<file path="config.mk">
export PLATFORM = sky130hd
export DESIGN_NAME = irrigation_scheduler
export DESIGN_NICKNAME = d
export VERILOG_FILES = /design/src/rtl/irrigation_pkg.sv /design/src/rtl/irrigation_scheduler_rr_arbiter.sv /design/src/rtl/irrigation_scheduler.sv
export SDC_FILE = /design/constraint.sdc
export NUM_CORES = 1
export LEC_CHECK = 0
export ABC_CLOCK_PERIOD_IN_PS = 2900
export CAP_MARGIN = 20
export CORE_MARGIN = 10
export CORE_UTILIZATION = 50
export CTS_CLUSTER_DIAMETER = 30
export CTS_CLUSTER_SIZE = 12
export DETAILED_ROUTE_END_ITERATION = 7
export PLACE_DENSITY_LB_ADDON = 0.12
export RECOVER_POWER = 25
export SLEW_MARGIN = 20
export SYNTH_ARGS = -nofsm -noshare
export SYNTH_HDL_FRONTEND = slang
export SYNTH_SLANG_ARGS = --single-unit
</file>
<file path="constraint.sdc">
create_clock -name Clock -period 2.9 [get_ports Clock]
set_clock_uncertainty 0.05 [all_clocks]
set_input_delay 0.58 -clock Clock [delete_from_list [all_inputs] [get_ports Clock]]
set_output_delay 0.58 -clock Clock [all_outputs]
set_load 0.005 [all_outputs]
</file>
<file path="src/rtl/irrigation_pkg.sv">
// Shared definitions for the irrigation scheduler: the controller state
// encoding and the default values of the scheduler parameters.
package irrigation_pkg;

    typedef enum logic [2:0] {
        IDLE     = 3'd0,
        ENCHENDO = 3'd1,
        REGANDO  = 3'd2,
        LIMPEZA  = 3'd3,
        ERRO     = 3'd4
    } state_t;

    localparam int N_SETORES_DEF      = 4;
    localparam int T_REGA_DEF         = 100;
    localparam int T_LIMPEZA_DEF      = 20;
    localparam int LIMPEZA_CICLOS_DEF = 3;
    localparam int TW_DEF             = 8;

endpackage

</file>
<file path="src/rtl/irrigation_scheduler_rr_arbiter.sv">
// Combinational N-way round-robin pick.
// Ports:
//   req   in  N   request vector
//   ptr   in  IW  index of the highest-priority position this round
//   grant out N   one-hot winner (all-zero when no request)
//   idx   out IW  index of the winner
//   valid out 1   at least one request present
module rr_arbiter #(
    parameter int N  = 4,
    parameter int IW = $clog2(N)
) (
    input  logic [N-1:0]  req,
    input  logic [IW-1:0] ptr,
    output logic [N-1:0]  grant,
    output logic [IW-1:0] idx,
    output logic          valid
);

    // Position reached by stepping 'off' places forward from p, wrapping at N.
    function automatic logic [IW-1:0] wrap_add(input logic [IW-1:0] p, input int off);
        int s;
        s = int'(p) + off;
        if (s >= N) s = s - N;
        return IW'(s);
    endfunction

    always_comb begin
        // NOTE: every output gets a default before any branch, so no path
        // leaves a value held and no latch is inferred.
        grant = '0;
        idx   = '0;
        valid = 1'b0;
        // Scan from the farthest offset to the nearest: the requester closest
        // to ptr is assigned last and therefore wins.
        for (int off = N - 1; off >= 0; off--) begin
            if (req[wrap_add(ptr, off)]) begin
                grant                     = '0;
                grant[wrap_add(ptr, off)] = 1'b1;
                idx                       = wrap_add(ptr, off);
                valid                     = 1'b1;
            end
        end
    end

endmodule

</file>
<file path="src/rtl/irrigation_scheduler.sv">
// Time-shares the tank/pump irrigation machine between N_SETORES sectors.
// One sector at a time is granted a fixed watering slot, round-robin, in
// sprinkler or drip mode; watering is gated on tank level, a cleaning pass
// follows every LIMPEZA_CICLOS completed slots, and fault input E parks the
// controller in ERRO. All outputs are registered.
// Ports:
//   Clock          in   system clock, rising edge
//   Reset          in   asynchronous active-low reset
//   Req[N]         in   per-sector watering request (level)
//   Modo[N]        in   per-sector mode, 1 = aspersao, 0 = gotejamento
//   H, M, L        in   tank level full / at-or-above medium / at-or-above low
//   E              in   fault input (level)
//   Grant[N]       out  one-hot sector grant
//   S_Enchendo     out  fill valve command
//   S_Aspersao     out  sprinkler pump command
//   S_Gotejamento  out  drip valve command
//   S_Limpeza      out  cleaning command
//   S_Erro         out  error indicator
//   Ocupado        out  high whenever the controller is not idle
module irrigation_scheduler
    import irrigation_pkg::*;
#(
    parameter int N_SETORES      = N_SETORES_DEF,
    parameter int T_REGA         = T_REGA_DEF,
    parameter int T_LIMPEZA      = T_LIMPEZA_DEF,
    parameter int LIMPEZA_CICLOS = LIMPEZA_CICLOS_DEF,
    parameter int TW             = TW_DEF
) (
    input  logic                 Clock,
    input  logic                 Reset,
    input  logic [N_SETORES-1:0] Req,
    input  logic [N_SETORES-1:0] Modo,
    input  logic                 H,
    input  logic                 M,
    input  logic                 L,
    input  logic                 E,
    output logic [N_SETORES-1:0] Grant,
    output logic                 S_Enchendo,
    output logic                 S_Aspersao,
    output logic                 S_Gotejamento,
    output logic                 S_Limpeza,
    output logic                 S_Erro,
    output logic                 Ocupado
);

    localparam int IW = $clog2(N_SETORES);
    localparam int CW = $clog2(LIMPEZA_CICLOS + 1);

    state_t               state, state_d;
    logic [TW-1:0]        timer, timer_d;
    logic [CW-1:0]        slots, slots_d;
    logic [IW-1:0]        ptr, ptr_d;
    logic [IW-1:0]        win, win_d;
    logic [N_SETORES-1:0] win_oh, win_oh_d;
    logic                 mode, mode_d;

    logic [N_SETORES-1:0] grant_d;
    logic                 enchendo_d, aspersao_d, gotejamento_d;
    logic                 limpeza_d, erro_d, ocupado_d;

    logic [N_SETORES-1:0] arb_grant;
    logic [IW-1:0]        arb_idx;
    logic                 arb_valid;

    rr_arbiter #(
        .N  (N_SETORES),
        .IW (IW)
    ) u_arb (
        .req   (Req),
        .ptr   (ptr),
        .grant (arb_grant),
        .idx   (arb_idx),
        .valid (arb_valid)
    );

    // Next state, bookkeeping and next-output decode.
    always_comb begin
        state_d       = state;
        timer_d       = timer;
        slots_d       = slots;
        ptr_d         = ptr;
        win_d         = win;
        win_oh_d      = win_oh;
        mode_d        = mode;
        grant_d       = '0;
        enchendo_d    = 1'b0;
        aspersao_d    = 1'b0;
        gotejamento_d = 1'b0;
        limpeza_d     = 1'b0;
        erro_d        = 1'b0;

        if (E) begin
            state_d = ERRO;
        end else begin
            unique case (state)
                IDLE: begin
                    if (!M) begin
                        state_d = ENCHENDO;
                    end else if (arb_valid) begin
                        state_d  = REGANDO;
                        win_d    = arb_idx;
                        win_oh_d = arb_grant;
                        mode_d   = Modo[arb_idx];
                        timer_d  = TW'(T_REGA - 1);
                    end
                end
                ENCHENDO: begin
                    if (H) state_d = IDLE;
                end
                REGANDO: begin
                    if (timer != '0) timer_d = timer - TW'(1);
                    if (!L) begin
                        // Tank ran dry: abandon the slot uncounted and keep the
                        // pointer so this sector is served first after refilling.
                        state_d = ENCHENDO;
                    end else if (timer == '0 || (Req & win_oh) == '0) begin
                        ptr_d = (win == IW'(N_SETORES - 1)) ? '0 : win + IW'(1);
                        if (slots == CW'(LIMPEZA_CICLOS - 1)) begin
                            slots_d = '0;
                            state_d = LIMPEZA;
                            timer_d = TW'(T_LIMPEZA - 1);
                        end else begin
                            slots_d = slots + CW'(1);
                            state_d = IDLE;
                        end
                    end
                end
                LIMPEZA: begin
                    if (timer == '0) state_d = IDLE;
                    else             timer_d = timer - TW'(1);
                end
                ERRO: begin
                    // E is already low on this path.
                    state_d = IDLE;
                    timer_d = '0;
                end
                default: state_d = IDLE;
            endcase
        end

        // Outputs follow the state being entered so they change on the same
        // edge as the state register.
        unique case (state_d)
            ENCHENDO: enchendo_d = 1'b1;
            REGANDO: begin
                grant_d       = win_oh_d;
                aspersao_d    = mode_d;
                gotejamento_d = !mode_d;
            end
            LIMPEZA: limpeza_d = 1'b1;
            ERRO:    erro_d    = 1'b1;
            default: ;
        endcase
        ocupado_d = (state_d != IDLE);
    end

    always_ff @(posedge Clock or negedge Reset) begin
        if (!Reset) begin
            state         <= IDLE;
            timer         <= '0;
            slots         <= '0;
            ptr           <= '0;
            win           <= '0;
            win_oh        <= '0;
            mode          <= 1'b0;
            Grant         <= '0;
            S_Enchendo    <= 1'b0;
            S_Aspersao    <= 1'b0;
            S_Gotejamento <= 1'b0;
            S_Limpeza     <= 1'b0;
            S_Erro        <= 1'b0;
            Ocupado       <= 1'b0;
        end else begin
            // NOTE: non-blocking assignments so every register samples the
            // values from before this edge, independent of statement order.
            state         <= state_d;
            timer         <= timer_d;
            slots         <= slots_d;
            ptr           <= ptr_d;
            win           <= win_d;
            win_oh        <= win_oh_d;
            mode          <= mode_d;
            Grant         <= grant_d;
            S_Enchendo    <= enchendo_d;
            S_Aspersao    <= aspersao_d;
            S_Gotejamento <= gotejamento_d;
            S_Limpeza     <= limpeza_d;
            S_Erro        <= erro_d;
            Ocupado       <= ocupado_d;
        end
    end

endmodule
</file>
Yosys cells after proc, flatten, opt, wreduce, memory -nomap -nowiden
Cells that the tools add are included.
{"block": "classes", "n_addsub": 10, "magnitude_cmp": 17, "eq_ne": 13, "n_mux": 71, "bitwise": 2, "n_reduce_logical": 15}
{"cell": "$mux 8", "n": 7}
{"cell": "$mux 4", "n": 9}
{"cell": "$pmux 8 s4", "n": 1}
{"cell": "$mux 2", "n": 15}
{"cell": "$lt 2x3->1 const B", "n": 9}
{"cell": "$mux 1", "n": 22}
{"cell": "$mux 3", "n": 7}
{"cell": "$eq 3x2->1 const B", "n": 4}
{"cell": "$pmux 3 s4", "n": 1}
{"cell": "$bmux 1 s2", "n": 5}
{"cell": "$ge 3x3->1 const B", "n": 3}
{"cell": "$demux 1 s2", "n": 4}
{"cell": "$ge 2x1->1 const B", "n": 4}
{"cell": "$logic_not 8->1", "n": 1}
{"cell": "$reduce_and 4->1", "n": 2}
{"cell": "$reduce_bool 8->1", "n": 1}
{"cell": "$sub 2x1->2 const B", "n": 4}
{"cell": "$sub 8x1->8 const B", "n": 1}
{"cell": "$add 2x2->3 const B", "n": 2}
{"cell": "$eq 3x1->1 const B", "n": 2}
{"cell": "$eq 3x3->1 const B", "n": 2}
{"cell": "$ne 2x2->1 const B", "n": 3}
{"cell": "$reduce_and 5->1", "n": 1}
{"cell": "$add 2x1->2 const B", "n": 2}
{"cell": "other kinds (12)", "n": 16}
{"block": "totals", "regBits": 32, "in_bits": 14, "wordCells": 142}

Longest topological paths before layout
Gate-level depths: netlist of the first run.
{"block": "depth", "word_depth": 19, "ltp_mapped": 10, "mapped_depth_nobuf": 8}

Modules after synthesis
Synthesis of the first run repeated with hierarchy kept, for this count alone.
{"block": "unflattened", "hier_cells": 209, "hier_area_um2": 2187.1}
{"module": "irrigation_scheduler", "instances": 1, "cells_each": 148, "area_per_inst_um2": 1677.9, "seq_area_each_um2": 800.8}
{"module": "rr_arbiter", "instances": 1, "cells_each": 61, "area_per_inst_um2": 509.2, "seq_area_each_um2": 0.0}

Worst setup path before layout of the first run
No wires, ideal clock.
{"block": "synth_path", "path_kind": "register to register", "from": "register ptr[1]", "to": "register S_Gotejamento", "arrival_ns": 2.794, "required_time_ns": 2.785, "setup_slack_ns": -0.009, "path_stages_with_launch": 11, "path_buffers": 2, "period_less_slack_ns": 2.909, "path_cell_list": "dfrtp_1 clkbuf_1 inv_1 ha_1 buf_2 mux4_2 nor2b_1 o32ai_1 nand4b_1 mux2i_1 o21ba_1"}
{"block": "synth_via", "elab_chain_cells": 17, "word_cells_on_any_way": 44}
{"element": "start, declared", "line": "irrigation_scheduler.sv:52", "rtl": "logic [IW-1:0] ptr, ptr_d;"}
{"element": "start signal, assigned", "line": "irrigation_scheduler.sv:179", "rtl": "ptr <= ptr_d;"}
{"element": "$add 2x2->3", "line": "irrigation_scheduler_rr_arbiter.sv:22", "rtl": "s = int'(p) + off;"}
{"element": "$ge 3x3->1 or $sub 2x1->2 (tied branches)", "line": "irrigation_scheduler_rr_arbiter.sv:23", "rtl": "if (s >= N) s = s - N;"}
{"element": "$mux 2", "line": "irrigation_scheduler_rr_arbiter.sv:23"}
{"element": "$bmux 1 s2", "line": "irrigation_scheduler_rr_arbiter.sv:36", "rtl": "if (req[wrap_add(ptr, off)]) begin"}
{"element": "$mux 1 (not written as such)", "line": "irrigation_scheduler_rr_arbiter.sv:36"}
{"element": "$mux 2 (4 in a row)", "line": "irrigation_scheduler_rr_arbiter.sv:36"}
{"element": "$bmux 1 s2", "line": "irrigation_scheduler.sv:103", "rtl": "mode_d = Modo[arb_idx];"}
{"element": "$mux 1 (not written as such)", "line": "irrigation_scheduler.sv:103"}
{"element": "$mux 1", "line": "irrigation_scheduler.sv:99", "rtl": "end else if (arb_valid) begin"}
{"element": "$mux 1", "line": "irrigation_scheduler.sv:97", "rtl": "if (!M) begin"}
{"element": "$mux 1", "line": "irrigation_scheduler.sv:95", "rtl": "unique case (state)"}
{"element": "$mux 1", "line": "irrigation_scheduler.sv:92", "rtl": "if (E) begin"}
{"element": "$logic_not 1->1", "line": "irrigation_scheduler.sv:148", "rtl": "gotejamento_d = !mode_d;"}
{"element": "$mux 1 *", "line": "irrigation_scheduler.sv:143", "rtl": "unique case (state_d)"}
{"element": "net gotejamento_d", "line": "irrigation_scheduler.sv:58", "rtl": "logic enchendo_d, aspersao_d, gotejamento_d;"}
{"element": "end signal, assigned", "line": "irrigation_scheduler.sv:186", "rtl": "S_Gotejamento <= gotejamento_d;"}
{"element": "end, declared", "line": "irrigation_scheduler.sv:40", "rtl": "output logic S_Gotejamento,"}
The timed path passes the listed nets; every way through them passes the cells marked *. The select of a mux whose other input is x is not followed.
A chain may end at the register's enable or synchronous reset.

Final worst setup path of the first run
{"block": "layout_path", "from": "register ptr[0]", "to": "register Grant[0]"}
{"block": "layout_via", "elab_chain_cells": 17, "word_cells_on_any_way": 65}
{"element": "$add 2x2->3", "line": "irrigation_scheduler_rr_arbiter.sv:22"}
{"element": "$ge 3x3->1 or $sub 2x1->2 (tied branches)", "line": "irrigation_scheduler_rr_arbiter.sv:23"}
{"element": "$mux 2", "line": "irrigation_scheduler_rr_arbiter.sv:23"}
{"element": "$mux 2", "line": "irrigation_scheduler_rr_arbiter.sv:36"}
{"element": "$lt 2x3->1 (not written as such) or $ge 2x1->1 (tied branches)", "line": "irrigation_scheduler_rr_arbiter.sv:38", "rtl": "grant[wrap_add(ptr, off)] = 1'b1;"}
{"element": "$logic_and 1x1->1 (not written as such)", "line": "irrigation_scheduler_rr_arbiter.sv:38"}
{"element": "$mux 1 (not written as such)", "line": "irrigation_scheduler_rr_arbiter.sv:38"}
{"element": "$demux 1 s2"}
{"element": "$mux 4 (4 in a row)", "line": "irrigation_scheduler_rr_arbiter.sv:36"}
{"element": "$mux 4 *", "line": "irrigation_scheduler.sv:99"}
{"element": "$mux 4 *", "line": "irrigation_scheduler.sv:97"}
{"element": "$mux 4 *", "line": "irrigation_scheduler.sv:95"}
{"element": "$mux 4 *", "line": "irrigation_scheduler.sv:92"}
{"element": "net win_oh_d[0]", "line": "irrigation_scheduler.sv:54", "rtl": "logic [N_SETORES-1:0] win_oh, win_oh_d;"}
{"element": "$mux 4 *", "line": "irrigation_scheduler.sv:143"}
{"element": "net grant_d[0]", "line": "irrigation_scheduler.sv:57", "rtl": "logic [N_SETORES-1:0] grant_d;"}
{"element": "end signal, assigned", "line": "irrigation_scheduler.sv:183", "rtl": "Grant <= grant_d;"}
{"element": "end, declared", "line": "irrigation_scheduler.sv:37", "rtl": "output logic [N_SETORES-1:0] Grant,"}
Marked as above.

==> impl_results.md, run 1 <==
- Logic pwr share: 40.2%
- IO Port Bufs: 23
- Clock Pin Slew Worst Setup and Hold Paths: 0.07 ns
- Post-synthesis compound-gate area fraction: 22.4%
- Data arrival, critical path: roughly 2.8 ns
- First DRT Iteration DRCs: 72
- Seq/Total Area, Yosys: 37.5%
- Antenna Nets Post-Route: 0
- GR Util All Layers: around 15%
- GPL Wtd Cong: between 0.9 and 1
- Int Power: ~1.1 mW
- Dominant synthesized flop cell: dfrtp_1
- Cts hold-fix bufs: 0
- # resized after CTS: 0
- Layout cells sized above 1: between 15 and 20%
- Num Clock Sinks: 32
- H-tree Lvls: 2
- Critical Path Fanout Max: 8
- Post-route minimum period: roughly 2.6 ns
- Pwr dens: ~630 nW/um^2
- Main combinational cell family by area after synthesis: compound AO/OA/AOI/OAI gates
- Setup bufs post-CTS: 0
- Commonest non-fill, non-tap cell in the layout: dfrtp_1
- First-pass GRT wire length: 9020 um
- CTS tree: built
- Root Buffer: clkbuf_8
- # fillers: about 330
- Max-slew violations: 33
- Total number of vias: roughly 1900
- Yosys top cell by area: dfrtp_1
- Sw Ratio: 35.3%
- CP Class: flip-flop to flip-flop
- Core Footprint: slightly above 4000 sq um
- I/O pin count: 24
- Asr flop ratio synth: 100%
- Number of synthesized flops with an enable pin: 0
- Fin cells: 300
- Simple-Gate Fraction of Synth Area: between 20% and 30%
- HPWL after detailed placement: ~4100 um
- Endpoints failing setup: 0
- Syn-to-layout area delta: 23.0%
- Worst EP required: approximately 3.1 ns
- Worst setup margin: 0.283 ns
- Crit start category: flip-flop
- Failing checks: capacitance limit, slew limit
- CTS Buffer Depth: 2
- DR DRC count: 0
- Initial Util: a little over half
- Adder-cell share of the synthesized area: just under 6%
- Net switching power: 0.587 mW
- Synthesized area per cell: a little over 10 sq um
- Slew HR: -13.4%
- Hold Fails Final Rpt: 0
- Synth Instances: between 200 and 250
- Status: complete, but fails checks
- Multi-input gate area: approximately 1300 sq um
- Initial antenna violation count: 0
- WL final: approximately 5400 um
- Seq cells post-synth: 32
- Cts bufs inserted: 5
- Max-cap violations: 1
- Sequential share of power: 34.0%
- Post-Syn Area: 2140 sq um
- Routed WL per cell: around 18 um
- Die X: 85.4 um
- Register area: 801 sq um
- Row count: 23
- Clock Power Share: between 20 and 30%
- Synth top area share: between 30% and 40%
- Final period utilization: 90.3%
- Most frequent cells in the layout: dfrtp_1 (32), clkdlybuf4s50_1 (21), buf_4 (17), nor2_1 (16), nand2_1 (12)
- Max Freq: about 380 MHz
- First-pass iteration count of the detailed router: 4
- Worst-Skew Late Latency: approximately 0.29 ns
- Worst setup EP type: flip-flop
- TNS Setup: 0 ns
- Leakage power: roughly 1.1 nW
- Peak supply drop: between 300 and 400 uV
- DIE HEIGHT: roughly 85 um
- Mapped Nets: ~240
- Avg Vias per Cell: about 6.3
- Largest net degree at the start of global routing: 33
- ANT cells: 0
- Largest cells by area after synthesis: dfrtp_1 (37%), ha_1 (5.9%), mux2i_1 (3.3%)
- Full die area: 7290 sq um
- Place WS: 0.0502 ns
- HP Class: flip-flop to flip-flop
- Grt ovf: 0
- Number of global-route vias before repair: between 1500 and 2000
- Placed cell count: roughly 290
- Synth warn: 0
- Unrepaired setup endpoints after global routing: no
- Slew at the pin closest to its max-slew limit: approximately 1.7 ns
- Proportion of synthesized area in mux cells: about a tenth
- Nets: roughly 270
- Post-synth cell types: 60
- Synth Area in XOR/XNOR: 0%
routing by layer:
layer  GRT usage [%]  routed length [um]  vias to the layer above
met5               0                   0                        -
met4            5.39                  80                        0
met3            3.82                 225                        9
met2            28.5                2970                       42
met1            15.2                2090                      951
li1                -                   -                      890
flip-flops by register name (all words and copies together), names as in the netlist:
signal / cells
timer: 8
Grant: 4
win_oh: 4
state: 3
ptr: 2
slots: 2
win: 2
Ocupado: 1
S_Aspersao: 1
S_Enchendo: 1
S_Erro: 1
S_Gotejamento: 1
S_Limpeza: 1
mode: 1
logic make-up after synthesis:
group,count (synthesis)
AO/OA/AOI/OAI,58
adder cells (fa/ha/maj),10
buffers and inverters,20
flip-flops,32
multiplexers,15
AND/OR/NAND/NOR,77
power by group through the flow:
| stage | clock network (mW) | registers, mW | logic, mW |
|---|---|---|---|
| 2_1_floorplan | 0 | 0.563 | 0.466 |
| 3_3_place_gp | 0 | 0.571 | 0.638 |
| 3_5_place_dp | 0 | 0.572 | 0.664 |
| 4_1_cts | 0.438 | 0.564 | 0.668 |
| 5_1_grt | 0.460 | 0.573 | 0.737 |
| 6_report | 0.428 | 0.566 | 0.669 |
cells in the mapped netlist, drive strengths merged (4+ instances only):
library cell	instances
inv	8
mux2	4
o21ai	13
a22oi	5
nor3	10
nand2	13
o22a	5
nor2	17
ha	10
clkbuf	9
mux4	4
dfrtp	32
a221o	5
nor2b	10
mux2i	7
a22o	4
layout make-up:
cell class,instances,share of cell area (%)
sequential,32,30.5
tap,50,2.38
timing repair buffer,42,13.9
inverter,8,1.14
clock inverter,3,1.62
clock buffer,5,2.62
multi-input combinational,160,47.9
path summary, 6_finish.rpt:
path	startpoint	to	slack (ns)	cells past startpoint
worst min register to register	win[1]$_DFFE_PN0P_	win[1]$_DFFE_PN0P_	0.47	2
worst min-delay path	win[1]$_DFFE_PN0P_	win[1]$_DFFE_PN0P_	0.47	2
worst max register to register	ptr[0]$_DFFE_PN0P_	Grant[0]$_DFF_PN0_	0.28	9
min in group asynchronous	Reset	timer[4]$_DFFE_PN0P_	1.22	2
worst max-delay path	ptr[0]$_DFFE_PN0P_	Grant[0]$_DFF_PN0_	0.28	9
max in group asynchronous	Reset	slots[0]$_DFFE_PN0P_	0.59	2
critical path, cell delays in order, from the launching register on:
cell	delay (ns)
dfrtp_1	0.35
inv_1	0.15
ha_1	0.50
mux4_2	0.58
nor2b_1	0.22
buf_4	0.17
a22oi_1	0.07
nor2_1	0.10
o22a_1	0.17
nor2b_1	0.17
stage by stage:
stage	util, %	hold WS (ns)	instance area (sq um)	total power [mW]
2_1_floorplan	-	0.234	2140	1.03
3_3_place_gp	62.2	0.445	2520	1.21
3_5_place_dp	62.2	0.452	2520	1.24
4_1_cts	64.9	0.468	2640	1.67
5_1_grt	64.8	0.487	2630	1.77
6_report	64.8	0.469	2630	1.66
No activity file was read; power rests on OpenSTA's default activity.
==> run 2, diff against run 1 <==
--- a/config.mk
+++ b/config.mk
@@ -7,7 +7,6 @@
 export LEC_CHECK = 0
 export ABC_CLOCK_PERIOD_IN_PS = 2900
 export CAP_MARGIN = 20
-export CORE_MARGIN = 10
 export CORE_UTILIZATION = 50
 export CTS_CLUSTER_DIAMETER = 30
 export CTS_CLUSTER_SIZE = 12
==> run 2 against run 1 <==
Compared with the run above:
- the run still ends with capacitance limit, slew limit left
- count of clock-buffer cells in the layout rose by 1
- via count shrank 3.5%
- non-clock buffer count is 2 lower
- core utilization decreased by 0.83 points
- critical path depth shrank 2
- wire length fell by 7.8%
- cell area down 1.3%
- maximum frequency decreased by 3.5%
- sequential power is essentially flat
- clock power fell by 18%
- highest routed layer unchanged
==> impl_results.md, run 2 (same netlist as run 1, synthesis figures left out) <==
- Status: complete, but fails checks
- Failing checks: capacitance limit, slew limit
- Total number of vias: between 1500 and 2000
- Avg Vias per Cell: just over 6
- Layout Utilization: 63.9%
- Antenna Nets Post-Route: 0
- Die X: roughly 67 um
- Routed WL per cell: roughly 17 um
- HP Start: win[0]$_DFFE_PN0P_
- DR DRC count: 0
- HPWL after detailed placement: roughly 3700 um
- Row count: 23
- Crit-path cells: inv_1 > ha_1 > mux4_2 > nor2b_1 > o31ai_1 > mux2_2 > o21ba_1
- HP Class: flip-flop to flip-flop
- Full die area: about 4500 sq um
- IO Port Bufs: 23
- Unrepaired setup endpoints after global routing: no
- Peak supply drop: around 310 uV
- Root Buffer: clkbuf_8
- Sw Ratio: 35.9%
- Hold EP: ptr[0]$_DFFE_PN0P_
- Fin cells: approximately 300
- First-pass GRT wire length: 8350 um
- Crit-path slowest cell: mux4_2
- Largest net degree at the start of global routing: 33
- Worst setup EP type: flip-flop
- Design area: roughly 2600 sq um
- Critical Path Fanout Max: 8
- Sequential share of power: between 30% and 40%
- Final hold slack: 0.458 ns
- Slowest cell delay on critical path: about 0.46 ns
- Worst R2R Setup Slack: approximately 0.19 ns
- Net switching power: 0.567 mW
- Leakage power: ~1.1 nW
- Initial Util: a little over half
- R2r worst-path depth: 7
- CTS tree: built
- Worst setup margin: around 0.19 ns
- Num Clock Sinks: 32
- Most frequent cells in the layout: dfrtp_1 (32), clkdlybuf4s50_1 (21), nor2_1 (16), buf_4 (15), nand2_1 (12)
- Worst EP required: a little over 3 ns
- Total power: ~1.6 mW
- Endpoints failing setup: 0
- Number of global-route vias before repair: between 1500 and 2000
- GR Util All Layers: around 25%
- Initial antenna violation count: 0
- TNS Setup: 0 ns
- Logic pwr share: about two fifths
- # resized after CTS: 0
- Crit-path leading delay family: multiplexers
- H-tree Lvls: 2
- DIE HEIGHT: between 60 and 70 um
- Placed cell count: 290
- Post-route minimum period: 2.71 ns
- Clock Pin Slew Worst Setup and Hold Paths: ~0.07 ns
- Final period utilization: a little over 90%
- Data arrival, critical path: ~2.8 ns
- Setup bufs post-CTS: 0
- Max Freq: 369 MHz
- Slew HR: -10.7%
- Reg2Reg Launch Point: ptr[0]$_DFFE_PN0P_
- Core Footprint: roughly 4000 sq um
- WL final: 4940 um
- Clock Power Share: 22.4%
- Max reg flops: 8
- Worst-Skew Late Latency: roughly 0.28 ns
- Nets: between 200 and 300
- Int Power: ~1 mW
- I/O pin count: 24
- Hold Path Stages: 1
- GPL Wtd Cong: 0.855
- Cell Area, Placed: around 2500 sq um
- Hold Fails Final Rpt: 0
- Largest regs: timer: 8 flops, Grant: 4 flops, win_oh: 4 flops
- Crit start category: flip-flop
- First DRT Iteration DRCs: between 100 and 150
- WP buf/inv: 1
- Commonest non-fill, non-tap cell in the layout: dfrtp_1
- Cts hold-fix bufs: 0
- Cts bufs inserted: 5
- Place WS: -0.0737 ns
- ANT cells: 0
- Max-slew violations: 33
- CTS Buffer Depth: 2
- Syn-to-layout area delta: 21.4%
- Pwr dens: 608 nW/um^2
- Slew at the pin closest to its max-slew limit: 1.66 ns
- Layout cells sized above 1: around 16%
- Grt ovf: 0
- CP Class: flip-flop to flip-flop
- Most flops, register: timer
- Max-cap violations: 1
- First-pass iteration count of the detailed router: 4
- RR Endpoint: S_Gotejamento$_DFF_PN0_
[run 2: changes by cell type in the layout (fill, tap and decap cells not counted)]
| cell | before | now |
|---|---|---|
| bufinv_16 | 1 | 0 |
| buf_4 | 17 | 15 |
| clkbuf_8 | 5 | 6 |
| clkinvlp_4 | 1 | 0 |
| clkinv_2 | 1 | 2 |
[run 2: worst reg2reg max path: cells and delay by family (launching register included)]
family	cells	cell delay, ns
flops	1	0.38
fa+ha+maj	1	0.39
mux	2	0.87
simple gates	1	0.09
buf+inv	1	0.23
compound gates	2	0.59
[run 2: area by class of cell]
cell class	instances	area [sq um]
Timing Repair Buffer	40	350
Clock inverter	2	10.0
Multi-Input combinational cell	160	1260
Fill cell	350	1460
Tap cell	50	62.6
Sequential cell	32	801
Inverter	8	30.0
Clock buffer	6	82.6
[run 2: worst max path at each step]
stage                  startpoint                      end  depth (start not counted)
2_1_floorplan  ptr[1]$_DFFE_PN0P_  S_Gotejamento$_DFF_PN0_                         10
3_3_place_gp               Req[0]  S_Gotejamento$_DFF_PN0_                          7
3_5_place_dp               Req[2]  S_Gotejamento$_DFF_PN0_                          6
4_1_cts        ptr[0]$_DFFE_PN0P_  S_Gotejamento$_DFF_PN0_                          7
5_1_grt        ptr[0]$_DFFE_PN0P_  S_Gotejamento$_DFF_PN0_                          8
6_report       ptr[0]$_DFFE_PN0P_  S_Gotejamento$_DFF_PN0_                          7
[run 2: per-layer routing]
| metal | share of wire [%] | GRT usage, % |
|---|---|---|
| met2 | 53 | 43.4 |
| met5 | 0 | 0 |
| met4 | 1.0 | 8.24 |
| met3 | 3.2 | 4.73 |
| met1 | 43 | 30.9 |
[run 2: power groups by stage]
stage | combinational (mW) | sequential [mW] | clock [mW]
after CTS | 0.661 | 0.564 | 0.360
final | 0.659 | 0.564 | 0.353
after global placement | 0.638 | 0.567 | 0
after detailed placement | 0.658 | 0.572 | 0
after floorplan | 0.466 | 0.563 | 0
after global routing | 0.733 | 0.571 | 0.382
